==> config.mk <==
export PLATFORM = sky130hd
export DESIGN_NAME = led_pwm_ctrl_flat
export DESIGN_NICKNAME = d
export VERILOG_FILES = /design/src/rtl/led_pwm_ctrl_if.sv /design/src/rtl/led_pwm_ctrl.sv /design/src/flat_wrapper.sv
export SDC_FILE = /design/constraint.sdc
export NUM_CORES = 1
export LEC_CHECK = 0
export ABC_CLOCK_PERIOD_IN_PS = 7400
export BUFFER_PORTS_ARGS = -buffer_cell sky130_fd_sc_hd__buf_2
export CORE_MARGIN = 4
export CORE_UTILIZATION = 37
export CTS_BUF_LIST = sky130_fd_sc_hd__clkbuf_4 sky130_fd_sc_hd__clkbuf_8
export CTS_CLUSTER_DIAMETER = 120
export DETAILED_ROUTE_END_ITERATION = 10
export GPL_TIMING_DRIVEN = 0
export HOLD_SLACK_MARGIN = 0.02
export PLACE_DENSITY_LB_ADDON = 0.08
export SKIP_LAST_GASP = 1
export SYNTH_ARGS = -nofsm -noshare
export SYNTH_HDL_FRONTEND = slang
export SYNTH_SLANG_ARGS = --single-unit
==> constraint.sdc <==
create_clock -name clk -period 7.4 [get_ports clk]
set_clock_uncertainty 0.2 [all_clocks]
set_input_delay 1.85 -clock clk [delete_from_list [all_inputs] [get_ports clk]]
set_output_delay 1.85 -clock clk [all_outputs]
set_load 0.03 [all_outputs]
==> src/rtl/led_pwm_ctrl_if.sv <==
// Data-memory bus seen by led_pwm_ctrl: one store port and one load port, single-cycle, no handshake.
interface led_pwm_ctrl_if;
    logic        mem_wen;
    logic [31:0] mem_wa;
    logic [31:0] mem_wd;
    logic [2:0]  mem_funct3;
    logic [31:0] mem_ra;
    logic [31:0] mem_rd;

    modport master (
        output mem_wen, mem_wa, mem_wd, mem_funct3, mem_ra,
        input  mem_rd
    );

    modport slave (
        input  mem_wen, mem_wa, mem_wd, mem_funct3, mem_ra,
        output mem_rd
    );
endinterface

==> src/rtl/led_pwm_ctrl.sv <==
// Memory-mapped 8-bit PWM for the status LED and RGB LED; duties are double-buffered and
// promoted to the active set at the frame boundary (tick at phase 255).

module led_pwm_ch (
    input  logic       clk,
    input  logic       rst,
    input  logic       i_en,
    input  logic       i_inv,
    input  logic [7:0] i_phase,
    input  logic [7:0] i_duty,
    output logic       o_pin
);
    always_ff @(posedge clk or posedge rst) begin
        if (rst) o_pin <= 1'b0;
        else     o_pin <= (i_en && (i_phase < i_duty)) ^ i_inv;
    end
endmodule

module led_pwm_ctrl #(
    parameter logic [31:0] BASE_ADDR = 32'h0000_2000
) (
    input  logic          clk,
    input  logic          rst,
    led_pwm_ctrl_if.slave bus,
    output logic          led,
    output logic          red,
    output logic          green,
    output logic          blue
);
    localparam int NUM_CH = 4;  // lanes 0..3 = R, G, B, LED (DUTY byte order)

    typedef struct packed {
        logic              hit;
        logic [1:0]        sel;
        logic [3:0]        be;
        logic [3:0][7:0]   data;
    } wr_req_t;

    wr_req_t                 w_wr;
    logic [1:0]              r_ctrl;
    logic [15:0]             r_prescale;
    logic [NUM_CH-1:0][7:0]  r_duty;
    logic [NUM_CH-1:0][7:0]  r_act;
    logic [15:0]             r_pcnt;
    logic [7:0]              r_phase;
    logic [7:0]              r_frame;
    logic [1:0]              w_ctrl_nxt;
    logic [15:0]             w_pre_nxt;
    logic [NUM_CH-1:0][7:0]  w_duty_nxt;
    logic                    w_tick;
    logic                    w_run;
    logic                    w_rhit;
    logic [31:0]             w_rdat;
    logic [NUM_CH-1:0]       w_inv;
    logic [NUM_CH-1:0]       w_pin;
    logic                    w_unused_ok;

    assign w_unused_ok = &{1'b0, bus.mem_ra[1:0]};

    // Store decode: steer the right-aligned store data onto byte lanes.
    always_comb begin
        w_wr.hit  = bus.mem_wen && (bus.mem_wa[31:4] == BASE_ADDR[31:4]);
        w_wr.sel  = bus.mem_wa[3:2];
        w_wr.be   = 4'b0000;
        w_wr.data = bus.mem_wd;
        case (bus.mem_funct3)
            3'b000: begin
                w_wr.be   = 4'b0001 << bus.mem_wa[1:0];
                w_wr.data = {4{bus.mem_wd[7:0]}};
            end
            3'b001: begin
                w_wr.be   = bus.mem_wa[1] ? 4'b1100 : 4'b0011;
                w_wr.data = {2{bus.mem_wd[15:0]}};
            end
            3'b010:  w_wr.be = 4'b1111;
            default: w_wr.be = 4'b0000;
        endcase
        if (!w_wr.hit) w_wr.be = 4'b0000;
    end

    always_comb begin
        w_ctrl_nxt = r_ctrl;
        w_pre_nxt  = r_prescale;
        w_duty_nxt = r_duty;
        if (w_wr.sel == 2'd0 && w_wr.be[0]) w_ctrl_nxt = w_wr.data[0][1:0];
        if (w_wr.sel == 2'd1) begin
            if (w_wr.be[0]) w_pre_nxt[7:0]  = w_wr.data[0];
            if (w_wr.be[1]) w_pre_nxt[15:8] = w_wr.data[1];
        end
        if (w_wr.sel == 2'd2) begin
            for (int b = 0; b < NUM_CH; b++)
                if (w_wr.be[b]) w_duty_nxt[b] = w_wr.data[b];
        end
    end

    always_ff @(posedge clk or posedge rst) begin
        if (rst) begin
            r_ctrl     <= '0;
            r_prescale <= '0;
            r_duty     <= '0;
        end else begin
            r_ctrl     <= w_ctrl_nxt;
            r_prescale <= w_pre_nxt;
            r_duty     <= w_duty_nxt;
        end
    end

    // Counting needs EN both now and after this cycle's store: a clearing store aborts the
    // frame at once, a setting store leaves phase 0 visible for one full cycle.
    assign w_run  = r_ctrl[0] && w_ctrl_nxt[0];
    assign w_tick = (r_pcnt >= r_prescale);

    always_ff @(posedge clk or posedge rst) begin
        if (rst) begin
            r_pcnt  <= '0;
            r_phase <= '0;
            r_frame <= '0;
            r_act   <= '0;
        end else if (!w_run) begin
            r_pcnt  <= '0;
            r_phase <= '0;
            r_frame <= '0;
            r_act   <= r_duty;
        end else if (w_tick) begin
            r_pcnt  <= '0;
            r_phase <= r_phase + 8'd1;
            if (r_phase == 8'hFF) begin
                r_act   <= r_duty;
                r_frame <= r_frame + 8'd1;
            end
        end else begin
            r_pcnt <= r_pcnt + 16'd1;
        end
    end

    assign w_rhit = (bus.mem_ra[31:4] == BASE_ADDR[31:4]);

    always_comb begin
        w_rdat = '0;
        case (bus.mem_ra[3:2])
            2'd0:    w_rdat = {30'd0, r_ctrl};
            2'd1:    w_rdat = {16'd0, r_prescale};
            2'd2:    w_rdat = r_duty;
            default: w_rdat = {16'd0, r_frame, r_phase};
        endcase
        if (!w_rhit) w_rdat = '0;
    end

    always_ff @(posedge clk or posedge rst) begin
        if (rst) bus.mem_rd <= '0;
        else     bus.mem_rd <= w_rdat;
    end

    assign w_inv = {1'b0, {3{r_ctrl[1]}}};

    for (genvar g = 0; g < NUM_CH; g++) begin : g_ch
        led_pwm_ch u_ch (
            .clk     (clk),
            .rst     (rst),
            .i_en    (r_ctrl[0]),
            .i_inv   (w_inv[g]),
            .i_phase (r_phase),
            .i_duty  (r_act[g]),
            .o_pin   (w_pin[g])
        );
    end

    assign red   = w_pin[0];
    assign green = w_pin[1];
    assign blue  = w_pin[2];
    assign led   = w_pin[3];
endmodule

==> src/flat_wrapper.sv <==
// flat-port wrapper written by rule: the top's interface ports become plain ports
module led_pwm_ctrl_flat 
#(
    parameter logic [31:0] BASE_ADDR = 32'h0000_2000
)
  (clk, rst, led, red, green, blue, bus_mem_wen, bus_mem_wa, bus_mem_wd, bus_mem_funct3, bus_mem_ra, bus_mem_rd);
  led_pwm_ctrl_if bus_i ();
  input  logic clk;
  input  logic rst;
  output logic led;
  output logic red;
  output logic green;
  output logic blue;
  input wire logic [$bits(bus_i.mem_wen)-1:0] bus_mem_wen;
  input wire logic [$bits(bus_i.mem_wa)-1:0] bus_mem_wa;
  input wire logic [$bits(bus_i.mem_wd)-1:0] bus_mem_wd;
  input wire logic [$bits(bus_i.mem_funct3)-1:0] bus_mem_funct3;
  input wire logic [$bits(bus_i.mem_ra)-1:0] bus_mem_ra;
  output wire logic [$bits(bus_i.mem_rd)-1:0] bus_mem_rd;
  assign bus_i.mem_wen = bus_mem_wen;
  assign bus_i.mem_wa = bus_mem_wa;
  assign bus_i.mem_wd = bus_mem_wd;
  assign bus_i.mem_funct3 = bus_mem_funct3;
  assign bus_i.mem_ra = bus_mem_ra;
  assign bus_mem_rd = bus_i.mem_rd;
  led_pwm_ctrl #(.BASE_ADDR(BASE_ADDR)) u_core (.clk(clk), .rst(rst), .bus(bus_i), .led(led), .red(red), .green(green), .blue(blue));
endmodule
==> qor.yml <==
status: "finished, final reports clean"
viasPerCell: 5.142
comb_power_share_pct: 5.9
netSwitchingPower_mw: 0.3699
syn_avg_cell_area_sq_um: 11.07
worstSetupStartpointType: "input pin"
r2r-start: "u_core.r_pcnt[0]"
die-area_sq_um: 23610
critPathRequiredTime_ps: 7590
place.gp.congestion: 0.8338
cts_max_path_buffers: 2
hold_buffers: 0
nNetsFinal: 1011
ys_warn_count: 0
cts-resized-gates: 0
ys.flop_type: "dfrtp_1"
min_from: "u_core.r_act[23]"
routed_wl_microns: 21330
end_kind: "flip-flop"
rows: 53
core_sq_um: 20960
vias: 5908
intPower_mw: 1.164
synth.area.top_cells: "dfrtp_1, mux2_2, ha_1"
final_cell_area_sq_um: 9280
worst-slew-pin-transition_ps: 1007
maxSlewViolCount: 0
synth_top_family_by_area: "multiplexers"
netlist_area_sq_um: 7851
synth_largest_type_area_fraction_pct: 47.81
drive_above_1_share_pct: 31.92
synth_cells: 709
place_area_sq_um: 8894
finalPower_mw: 1.534
area_growth_pct: 18.20
dr.pass1.iters: 4
setup_viol: 0
die_x_microns: 153.7
grt_pass1_wl_microns: 33910
synth-xor-area-share_pct: 2.008
ys_seq_area_share_pct: 47.81
peakVddDrop_mv: 0.1024
timing.fmax_mhz: 237.0
final.setup.tns_ps: 0
ys_async_sr_fraction_pct: 100.0
finalCriticalPeriod_ps: 4219
pin_count: 138
timing.final.ws_setup_ps: 3181
clkSlewWorstSetupHoldPaths_ps: 80
pwr-share-seq_pct: 53.4
drv_cap: 0
numCtsBuffers: 17
cp-startpoint: "bus_mem_ra[14]"
ys_types: 55
synth_compound_area_share_pct: 9.546
track_usage_pct: 18.37
yosysTopAreaCell: "dfrtp_1"
grt_max_degree: 77
drt_iter0_markers: 305
path_class: "in -> reg"
path_max_fanout: 10
portBuffers: 133
clock_power_share_pct: 40.7
antenna_found_initial: 1
arrival_ps: 4410
wl_per_cell_microns: 18.56
fin_hold_ws_ps: 313.1
drc: 0
p_per_area_nw_per_um2: 165.3
synth.area.mux_share_pct: 15.90
dp_hpwl_microns: 16300
cts_tree: "built"
ys_ff_latch: 150
maxSlewHeadroom_pct: 32.74
cts_root_buf: "clkbuf_8"
first_global_vias: 6206
synthAdderAreaFrac_pct: 7.490
insertion_delay_ps: 450
initial_core_util_pct: 37.47
report.final.hold_viol_count: 0
syn-num-nets: 858
grt_overflow: 0
min-delay-path-class: "reg -> reg"
ctsHtreeMaxLevel: 4
antenna_cells: 0
numClockSinks: 150
post_cts_buffers: 0
fill_cells: 2054
synth_edf_count: 0
swShare_pct: 24.12
yosys.area_share.simple_pct: 13.00
p_leak_nw: 4.541
rsz0062_at_grt: "false"
fp.dieH_microns: 153.7
pre_cts_ws_ps: 2618
finalCritPeriodShare_pct: 57.01
ant_nets: 0
metrics by stage:
stage / utilization (%) / std cells
6_report: 44.29 / 1149
5_1_grt: 44.29 / 1149
4_1_cts: 44.29 / 1149
3_5_place_dp: 42.44 / 1118
3_3_place_gp: 42.29 / 1117
2_1_floorplan: - / 709
final cells by class:
type                            instances  area [sq um]  share of cell area, %
Timing Repair Buffer                  134         693.2                  7.469
Clock buffer                           19         255.2                  2.750
Buffer                                 25         130.1                  1.402
Tap cell                              275         344.1                  3.708
Inverter                               54         207.7                  2.238
Multi-Input combinational cell        480          3765                  40.57
Clock inverter                         12         131.4                  1.416
Sequential cell                       150          3754                  40.45
path summary, 6_finish.rpt:
| check | to | slack, ps | cells after the start |
|---|---|---|---|
| worst max-delay path | u_core.bus.mem_rd[25] | 3180 | 7 |
| worst min-delay path | u_core.r_act[23] | 310 | 1 |
| worst min register to register | u_core.r_act[23] | 310 | 1 |
| max in group asynchronous | u_core.r_pcnt[13] | 4850 | 3 |
| min in group asynchronous | u_core.bus.mem_rd[19] | 1300 | 2 |
| worst max register to register | u_core.r_act[13] | 4440 | 9 |
worst max-delay path, stage by stage:
cell and delay (ps):
buf_2 100, nor4_1 270, and4_1 220, nand4_1 400, nor3b_1 970, clkbuf_1 400, and2_1 190
cell families after synthesis:
family,after synthesis
adder cells (fa/ha/maj),47
buffers and inverters,79
flip-flops,150
XOR/XNOR,18
multiplexers,100
AO/OA/AOI/OAI,117
AND/OR/NAND/NOR,198
power by group through the flow:
stage	clock network (mW)	registers [mW]	logic [mW]
2_1_floorplan	0	0.835	0.0413
3_3_place_gp	0	0.836	0.0886
3_5_place_dp	0	0.835	0.0929
4_1_cts	0.644	0.819	0.0932
5_1_grt	0.678	0.819	0.102
6_report	0.624	0.819	0.0907
metal layers:
metal,GRT usage (%),wire [microns]
met1,24.61,9490
met2,30.73,10300
met3,3.884,1360
met4,4.289,178
met5,0,0
layout by cell type, fill, tap and decap left out, types with 5 or more instances in the layout:
master,n
dfrtp_1,150
buf_2,141
nor2_1,62
mux2_2,58
inv_1,52
ha_1,47
a21oi_1,37
nand2_1,31
mux2_4,30
o21ai_0,27
nand3_1,22
clkbuf_8,18
and2_1,16
nor4_1,14
a22oi_1,14
clkbuf_1,12
mux2i_1,10
a21o_1,9
xnor2_1,9
xor2_1,9
nand4_1,8
nand2b_1,6
or3_1,6
nor2b_1,5
or4_1,5
flip-flops by register name (all words and copies together), names as in the netlist:
register	count
u_core.r_phase	8
u_core.r_act	32
u_core.g_ch.u_ch.o_pin	4
u_core.r_duty	32
u_core.r_ctrl	2
u_core.r_pcnt	16
u_core.r_prescale	16
u_core.r_frame	8
u_core.bus.mem_rd	32
cell usage after synthesis, types with 16 or more instances:
cell       n
a21oi_1   37
and2_1    16
dfrtp_1  150
ha_1      47
inv_1     53
mux2_2    58
mux2_4    30
nand2_1   31
nand3_1   22
nor2_1    62
o21ai_0   27
Note: power is estimated with default switching activity, not from simulation.
